### config.mk
export PLATFORM = sky130hd
export DESIGN_NAME = sar_search4
export DESIGN_NICKNAME = d
export VERILOG_FILES = /design/src/rtl/sar_search4.sv
export SDC_FILE = /design/constraint.sdc
export NUM_CORES = 1
export LEC_CHECK = 0
export CORE_MARGIN = 2
export CORE_UTILIZATION = 45
export CTS_CLUSTER_SIZE = 28
export DETAILED_ROUTE_END_ITERATION = 16
export MAX_ROUTING_LAYER = met4
export PLACE_DENSITY = 0.72
export SLEW_MARGIN = 10
export SYNTH_ARGS = -nofsm -noshare
export SYNTH_HDL_FRONTEND = slang
export SYNTH_SLANG_ARGS = --single-unit
export TNS_END_PERCENT = 10
### constraint.sdc
create_clock -name clk -period 2.8 [get_ports clk]
set_clock_uncertainty 0.15 [all_clocks]
set_input_delay 0.56 -clock clk [delete_from_list [all_inputs] [get_ports clk]]
set_output_delay 0.56 -clock clk [all_outputs]
set_load 0.01 [all_outputs]
### src/rtl/sar_search4.sv
// Successive-approximation search controller: binary-searches an unknown target
// through an external magnitude comparator, MSB first. Optional: SAR_STEP_COUNT_EN adds a compare counter.
module sar_search4 #(
  parameter int WIDTH = 4
) (
  input  logic             clk,
  input  logic             rst,
  input  logic             start,
  input  logic             cmp_l,
  input  logic             cmp_e,
  input  logic             cmp_m,
  output logic [WIDTH-1:0] probe,
  output logic             busy,
  output logic             done,
  output logic [WIDTH-1:0] result,
  output logic             found,
  output logic             err
`ifdef SAR_STEP_COUNT_EN
  , output logic [$clog2(WIDTH+2)-1:0] steps
`endif
);

  localparam int IW = (WIDTH > 1) ? $clog2(WIDTH) : 1;

  typedef enum logic [1:0] {IDLE, SEARCH, VERIFY} state_t;

  state_t          state, state_nxt;
  logic [IW-1:0]   idx;
  logic [WIDTH-1:0] probe_dec;
  logic            legal;
  logic            finish;
  logic            accept;

`ifdef SAR_STEP_COUNT_EN
  logic [$clog2(WIDTH+2)-1:0] cnt;
`endif

  // Exactly one of the three comparator lines may be high.
  assign legal  = (cmp_l ^ cmp_e ^ cmp_m) & ~(cmp_l & cmp_e & cmp_m);
  // The done cycle is already IDLE, so start is masked there to keep one search per IDLE entry.
  assign accept = (state == IDLE) && start && !done;

  always_ff @(posedge clk) begin
    if (rst) state <= IDLE;
    else     state <= state_nxt;
  end

  always_comb begin
    state_nxt = state;
    case (state)
      IDLE:    if (accept) state_nxt = SEARCH;
      SEARCH: begin
        if (!legal || cmp_e)  state_nxt = IDLE;
        else if (idx == '0)   state_nxt = VERIFY;
      end
      VERIFY:  state_nxt = IDLE;
      default: state_nxt = IDLE;
    endcase
  end

  always_comb begin
    busy   = (state != IDLE);
    finish = ((state == SEARCH) && (!legal || cmp_e)) || (state == VERIFY);
  end

  // Apply the current bit decision and, unless on the LSB, trial-set the next bit.
  always_comb begin
    probe_dec = probe;
    if (cmp_m) probe_dec[idx] = 1'b0;
    if (idx != '0) probe_dec[idx - IW'(1)] = 1'b1;
  end

  always_ff @(posedge clk) begin
    if (rst) begin
      probe  <= '0;
      idx    <= IW'(WIDTH-1);
      done   <= 1'b0;
      result <= '0;
      found  <= 1'b0;
      err    <= 1'b0;
`ifdef SAR_STEP_COUNT_EN
      cnt    <= '0;
      steps  <= '0;
`endif
    end else begin
      done <= finish;
      case (state)
        IDLE: begin
          if (accept) begin
            probe <= {1'b1, {(WIDTH-1){1'b0}}};
            idx   <= IW'(WIDTH-1);
`ifdef SAR_STEP_COUNT_EN
            cnt   <= '0;
`endif
          end
        end
        SEARCH: begin
          if (finish) begin
            result <= probe;
            found  <= legal;
            err    <= !legal;
            probe  <= '0;
            idx    <= IW'(WIDTH-1);
          end else begin
            probe <= probe_dec;
            if (idx != '0) idx <= idx - IW'(1);
          end
        end
        VERIFY: begin
          result <= probe;
          found  <= legal & cmp_e;
          err    <= !legal;
          probe  <= '0;
          idx    <= IW'(WIDTH-1);
        end
        default: probe <= '0;
      endcase
`ifdef SAR_STEP_COUNT_EN
      if (state != IDLE) cnt <= cnt + 1'b1;
      if (finish) steps <= cnt + 1'b1;
`endif
    end
  end

endmodule

==> results of run 1 <==
through the flow:
stage          hold WS, ns   util  setup WS [ns]  instance area, µm²
2_1_floorplan        0.338      -          0.683                 867
3_3_place_gp         0.300  0.597          0.178                1050
3_5_place_dp         0.306  0.597          0.141                1050
4_1_cts              0.320  0.613          0.414                1080
5_1_grt              0.339  0.613          0.310                1080
6_report             0.315  0.613          0.414                1080
layer usage:
layer / wire (µm) / vias to the layer above
met5: 0 / -
met4: 31 / 0
met3: 90 / 5
met2: 854 / 17
met1: 797 / 367
li1: - / 404
worst max-delay path, delay by kind of cell (launching register included):
kind | cells | cell delay (ns)
buffers and inverters | 2 | 0.68
DFF | 1 | 0.57
and+or+nand+nor | 1 | 0.14
flip-flops by register name, indices dropped and copies added (netlist names):
name,cells
done,1
err,1
found,1
idx,2
probe,4
result,4
state,2
worst min-delay path by stage:
stage / startpoint / endpoint / depth (start not counted)
after global placement: result[2] / result[2] / 2
final: result[2] / result[2] / 2
after floorplan: result[0] / result[0] / 2
after global routing: result[1] / result[1] / 2
after CTS: result[2] / result[2] / 2
after detailed placement: result[2] / result[2] / 2
area by class of cell:
cell class	count	area (µm²)	share of cell area
multi-input cells	75	526	0.486
flip-flops and latches	15	300	0.278
repair buffers	18	178	0.164
well taps	25	31.3	0.0289
clock buffers	3	22.5	0.0208
inverters	5	18.8	0.0174
clock inverters	1	5.00	0.00463
power by group:
| group | switching, mW | internal, mW |
|---|---|---|
| Sequential | 0.00807 | 0.220 |
| Combinational | 0.0381 | 0.0398 |
| Clock | 0.0712 | 0.0532 |
cell usage after synthesis (all sizes together):
library cell / number
inv: 5
nor3: 3
nor2b: 3
nor3b: 2
o21ba: 1
and2b: 1
buf: 2
a21oi: 12
a31oi: 1
or4b: 1
a22oi: 1
a2bb2oi: 2
a211oi: 3
or3b: 1
and4: 1
or3: 1
nand2: 4
o21ai: 8
a21o: 2
nand2b: 1
nand4: 1
o31ai: 1
nand3: 4
clkbuf: 3
dfxtp: 15
nor2: 9
o21bai: 1
ha: 5
o311a: 2
nor4b: 3
o211ai: 1
kinds of logic (layout without fill, tap and decap cells):
logic type	count (synthesis)	count (layout)	share of synthesized area
adders and majority gates	5	5	0.0722
AOI/OAI and AO/OA	35	35	0.273
and+or+nand+nor	35	35	0.261
buffers and inverters	10	27	0.0476
DFF	15	15	0.346
==> summary.md, run 1 <==
| Metric | Value |
|---|---|
| CTS clk-pin slew, worst paths | `0.09 ns` |
| Final hold vios | `0` |
| Worst rel slew slack | `0.561` |
| Synth cell types | `36` |
| Die area | `2290 µm²` |
| Filler cells | `168` |
| Row count | `15` |
| Static leakage | `0.410 nW` |
| Post-route insts no fill | `142` |
| Core footprint | `1760 µm²` |
| Synth Cell Area | `867 µm²` |
| Nets | `129` |
| Setup bufs post-CTS | `0` |
| Post-synthesis area per instance | `8.67 µm²` |
| Worst-Skew Late Latency | `0.29 ns` |
| Average wire per standard cell | `12.5 µm` |
| Pwr Total | `0.430 mW` |
| Dpl cells | `138` |
| Htree depth | `1` |
| Post-synth top area cell | `dfxtp_1` |
| Min Tclk post-route | `2.39 ns` |
| Starting Density | `0.491` |
| DR vias/cell | `5.58` |
| Synth top area cells | `dfxtp_1, ha_1, a21oi_1, nor2_1, a211oi_2` |
| Top Usage Layer GRT | `met2` |
| IO Port Bufs | `17` |
| Maximum number of pins on one net before global-route repair | `18` |
| Hold Crit Class | `reg2reg` |
| Actual slew at the worst max-slew pin | `0.657 ns` |
| DR pass1 iterations | `4` |
| Worst setup path end | `busy` |
| Initial antenna violation count | `0` |
| Root Buffer | `clkbuf_4` |
| Crit end category | `primary output` |
| Congestion Overflow GR | `0` |
| Worst R2R End | `probe[0]` |
| CTS buffer count | `3` |
| Met3 track demand over resource | `0.0566` |
| Via count | `793` |
| DRT iter0 DRCs | `29` |
| Clk buf depth | `2` |
| Mapped Nets | `111` |
| Max Cap Violations | `0` |
| Slowest CP cell | `dfxtp_1` |
| Required time of the critical path | `2.09 ns` |
| GR Util All Layers | `0.187` |
| Number of global-route vias before repair | `671` |
| Max IR drop VDD | `0.278 mV` |
| Power Dens Cells | `398 nW/µm²` |
| Number of diodes | `0` |
| Reg-to-reg startpoint | `idx[0]` |
| I/O pin cnt | `18` |
| Final WL | `1770 µm` |
| Met2 GRT Util | `0.312` |
| Most common cell after layout, fill and taps aside | `clkdlybuf4s50_1` |
| CTS Hold Buffers Added | `0` |
| Die Y | `47.9 µm` |
| Critical-path cell list | `nor2_1 -> inv_1 -> clkdlybuf4s50_1` |
| Startpoint Class | `register` |
| Area Growth Syn to Fin | `24.7%` |
| Setup TNS | `0 ns` |
| Most frequent cells in the layout | `clkdlybuf4s50_1, dfxtp_1, a21oi_1` |
| Crit Path Max Fanout | `12` |
| Unrepaired setup endpoints after global routing | `no` |
| Mapped Cells | `100` |
| GPL Wtd Cong | `0.828` |
| Flops & latches, synth | `15` |
| Worst setup path category | `reg2out` |
| WP data arrival | `1.68 ns` |
| Highest clock rate | `0.419 GHz` |
| Worst path max stage delay | `0.57 ns` |
| First-pass GRT wire length | `2880 µm` |
| Final period utilization | `0.852` |
| R2R cell count | `6` |
| Setup Viol. Count Final | `0` |
| Layout cells sized above 1 | `0.137` |
| Drc violations | `0` |
| Die width | `47.9 µm` |
| Max-slew violations | `0` |
| Part of the Yosys area used for sequential elements | `0.346` |
| CTS tree | `built` |
| DP HPWL | `1310 µm` |
| CP startpoint | `state[0]` |
| Top cell type's share of synthesized area | `0.346` |
| Grt met1 use | `0.211` |
| R2r setup slk | `1.15 ns` |
| Yosys warns | `0` |
| Status | `completed` |
| ANT nets after route | `0` |
| Post-cts sizing count | `0` |
| CTS sink count | `15` |
No activity file was read; power rests on OpenSTA's default activity.
==> run 2, diff against run 1 <==
- CORE_UTILIZATION: 45 -> 49
- HOLD_SLACK_MARGIN: unset -> 0.12
- PLACE_DENSITY: 0.72 -> 0.81
==> summary.md, run 2 (synthesized netlist as in run 1, its figures left out) <==
| Metric | Value |
|---|---|
| Most frequent cells in the layout | `clkdlybuf4s50_1, dfxtp_1, a21oi_1` |
| Static leakage | `0.408 nW` |
| Post-Layout Inst Area | `1070 µm²` |
| P_int | `0.315 mW` |
| CTS buffer count | `3` |
| Critical-path cell list | `nor2_1 -> inv_1 -> clkdlybuf4s50_1` |
| Status | `completed` |
| Worst setup path category | `reg2out` |
| Crit Path Max Fanout | `12` |
| Max IR drop VDD | `0.272 mV` |
| ANT nets after route | `0` |
| Die Y | `46.1 µm` |
| Number of diodes | `0` |
| Nets | `129` |
| Final period utilization | `0.852` |
| Core footprint | `1690 µm²` |
| Filler cells | `148` |
| Hold slack | `0.318 ns` |
| Highest clock rate | `0.419 GHz` |
| Top Registers | `probe: 4 flops, result: 4 flops` |
| Average wire per standard cell | `13.3 µm` |
| Layout cells sized above 1 | `0.128` |
| CTS Hold Buffers Added | `0` |
| Reg power frac | `0.527` |
| Top layer reached by signal wires | `met3` |
| CTS sink count | `15` |
| Maximum number of pins on one net before global-route repair | `18` |
| DR pass1 iterations | `4` |
| DP Area | `1040 µm²` |
| Min Tclk post-route | `2.39 ns` |
| Required time of the critical path | `2.09 ns` |
| Initial antenna violation count | `0` |
| Congestion Overflow GR | `0` |
| CTS clk-pin slew, worst paths | `0.09 ns` |
| Post-cts sizing count | `0` |
| Setup Viol. Count Final | `0` |
| Unrepaired setup endpoints after global routing | `no` |
| Final hold vios | `0` |
| First-pass GRT wire length | `2950 µm` |
| Util after Layout | `0.633` |
| WL met2 | `862 µm` |
| Sw Pwr | `0.117 mW` |
| R2r setup slk | `1.14 ns` |
| Root Buffer | `clkbuf_4` |
| Met3 wire len | `97 µm` |
| Worst path max stage delay | `0.57 ns` |
| Dpl cells | `130` |
| Power share of the clock group | `0.291` |
| Htree depth | `1` |
| DP HPWL | `1320 µm` |
| DRT iter0 DRCs | `7` |
| WP data arrival | `1.68 ns` |
| GR Util All Layers | `0.195` |
| Wl on met1 | `824 µm` |
| Number of global-route vias before repair | `712` |
| Max-slew violations | `0` |
| Placement Setup Slack | `0.139 ns` |
| Via count | `756` |
| Pwr Total | `0.432 mW` |
| Worst-Skew Late Latency | `0.28 ns` |
| Worst rel slew slack | `0.536` |
| Final WS setup | `0.415 ns` |
| Hold Crit Class | `reg2reg` |
| I/O pin cnt | `18` |
| Gate power share | `0.182` |
| Row count | `15` |
| Max Cap Violations | `0` |
| Clk buf depth | `2` |
| Starting Density | `0.513` |
| Switching part of the total | `0.271` |
| IO Port Bufs | `17` |
| Die width | `46.1 µm` |
| Crit end category | `primary output` |
| GPL Wtd Cong | `0.770` |
| Setup TNS | `0 ns` |
| Post-route insts no fill | `134` |
| CTS tree | `built` |
| Setup bufs post-CTS | `0` |
| Drc violations | `0` |
| Final WL | `1790 µm` |
| Most common cell after layout, fill and taps aside | `clkdlybuf4s50_1` |
| Die area | `2120 µm²` |
| Power Dens Cells | `404 nW/µm²` |
| Startpoint Class | `register` |
| Area Growth Syn to Fin | `23.4%` |
| DR vias/cell | `5.64` |
| Actual slew at the worst max-slew pin | `0.693 ns` |
| Slowest CP cell | `dfxtp_1` |
## run 2: changes by cell type in the layout (fill, tap and decap cells not counted), sizes merged
cell	change
clkbuf	+1
clkinv	-1
## run 2: worst max-delay path, delay by kind of cell, from the launching register on
kind	cells	cell delay [ns]
flip-flops	1	0.57
AND/OR/NAND/NOR	1	0.15
buffers and inverters	2	0.68
## run 2: final timing paths
check	cells past startpoint	from	to
worst min-delay path	2	result[0]	result[0]
worst max-delay path	3	state[0]	busy
worst min register to register	2	result[0]	result[0]
worst max register to register	6	idx[0]	probe[0]
## run 2: area by class of cell
class                           instances  area, µm²  area share
Clock buffer                            4       26.3      0.0246
Sequential cell                        15        300       0.281
Timing Repair Buffer                   18        178       0.166
Multi-Input combinational cell         75        526       0.491
Tap cell                               17       21.3      0.0199
Inverter                                5       18.8      0.0175
## run 2: per-layer routing
metal / GRT usage / up-vias
li1: - / 399
met1: 0.257 / 335
met2: 0.303 / 22
met3: 0.0353 / 0
met4: 0.0571 / 0
met5: - / -
## run 2: power by group through the flow
stage	combinational, mW	clock (mW)	sequential, mW
6_report	0.0786	0.126	0.228
5_1_grt	0.0856	0.139	0.229
4_1_cts	0.0786	0.130	0.228
3_5_place_dp	0.0782	0	0.233
3_3_place_gp	0.0760	0	0.233
2_1_floorplan	0.0493	0	0.232
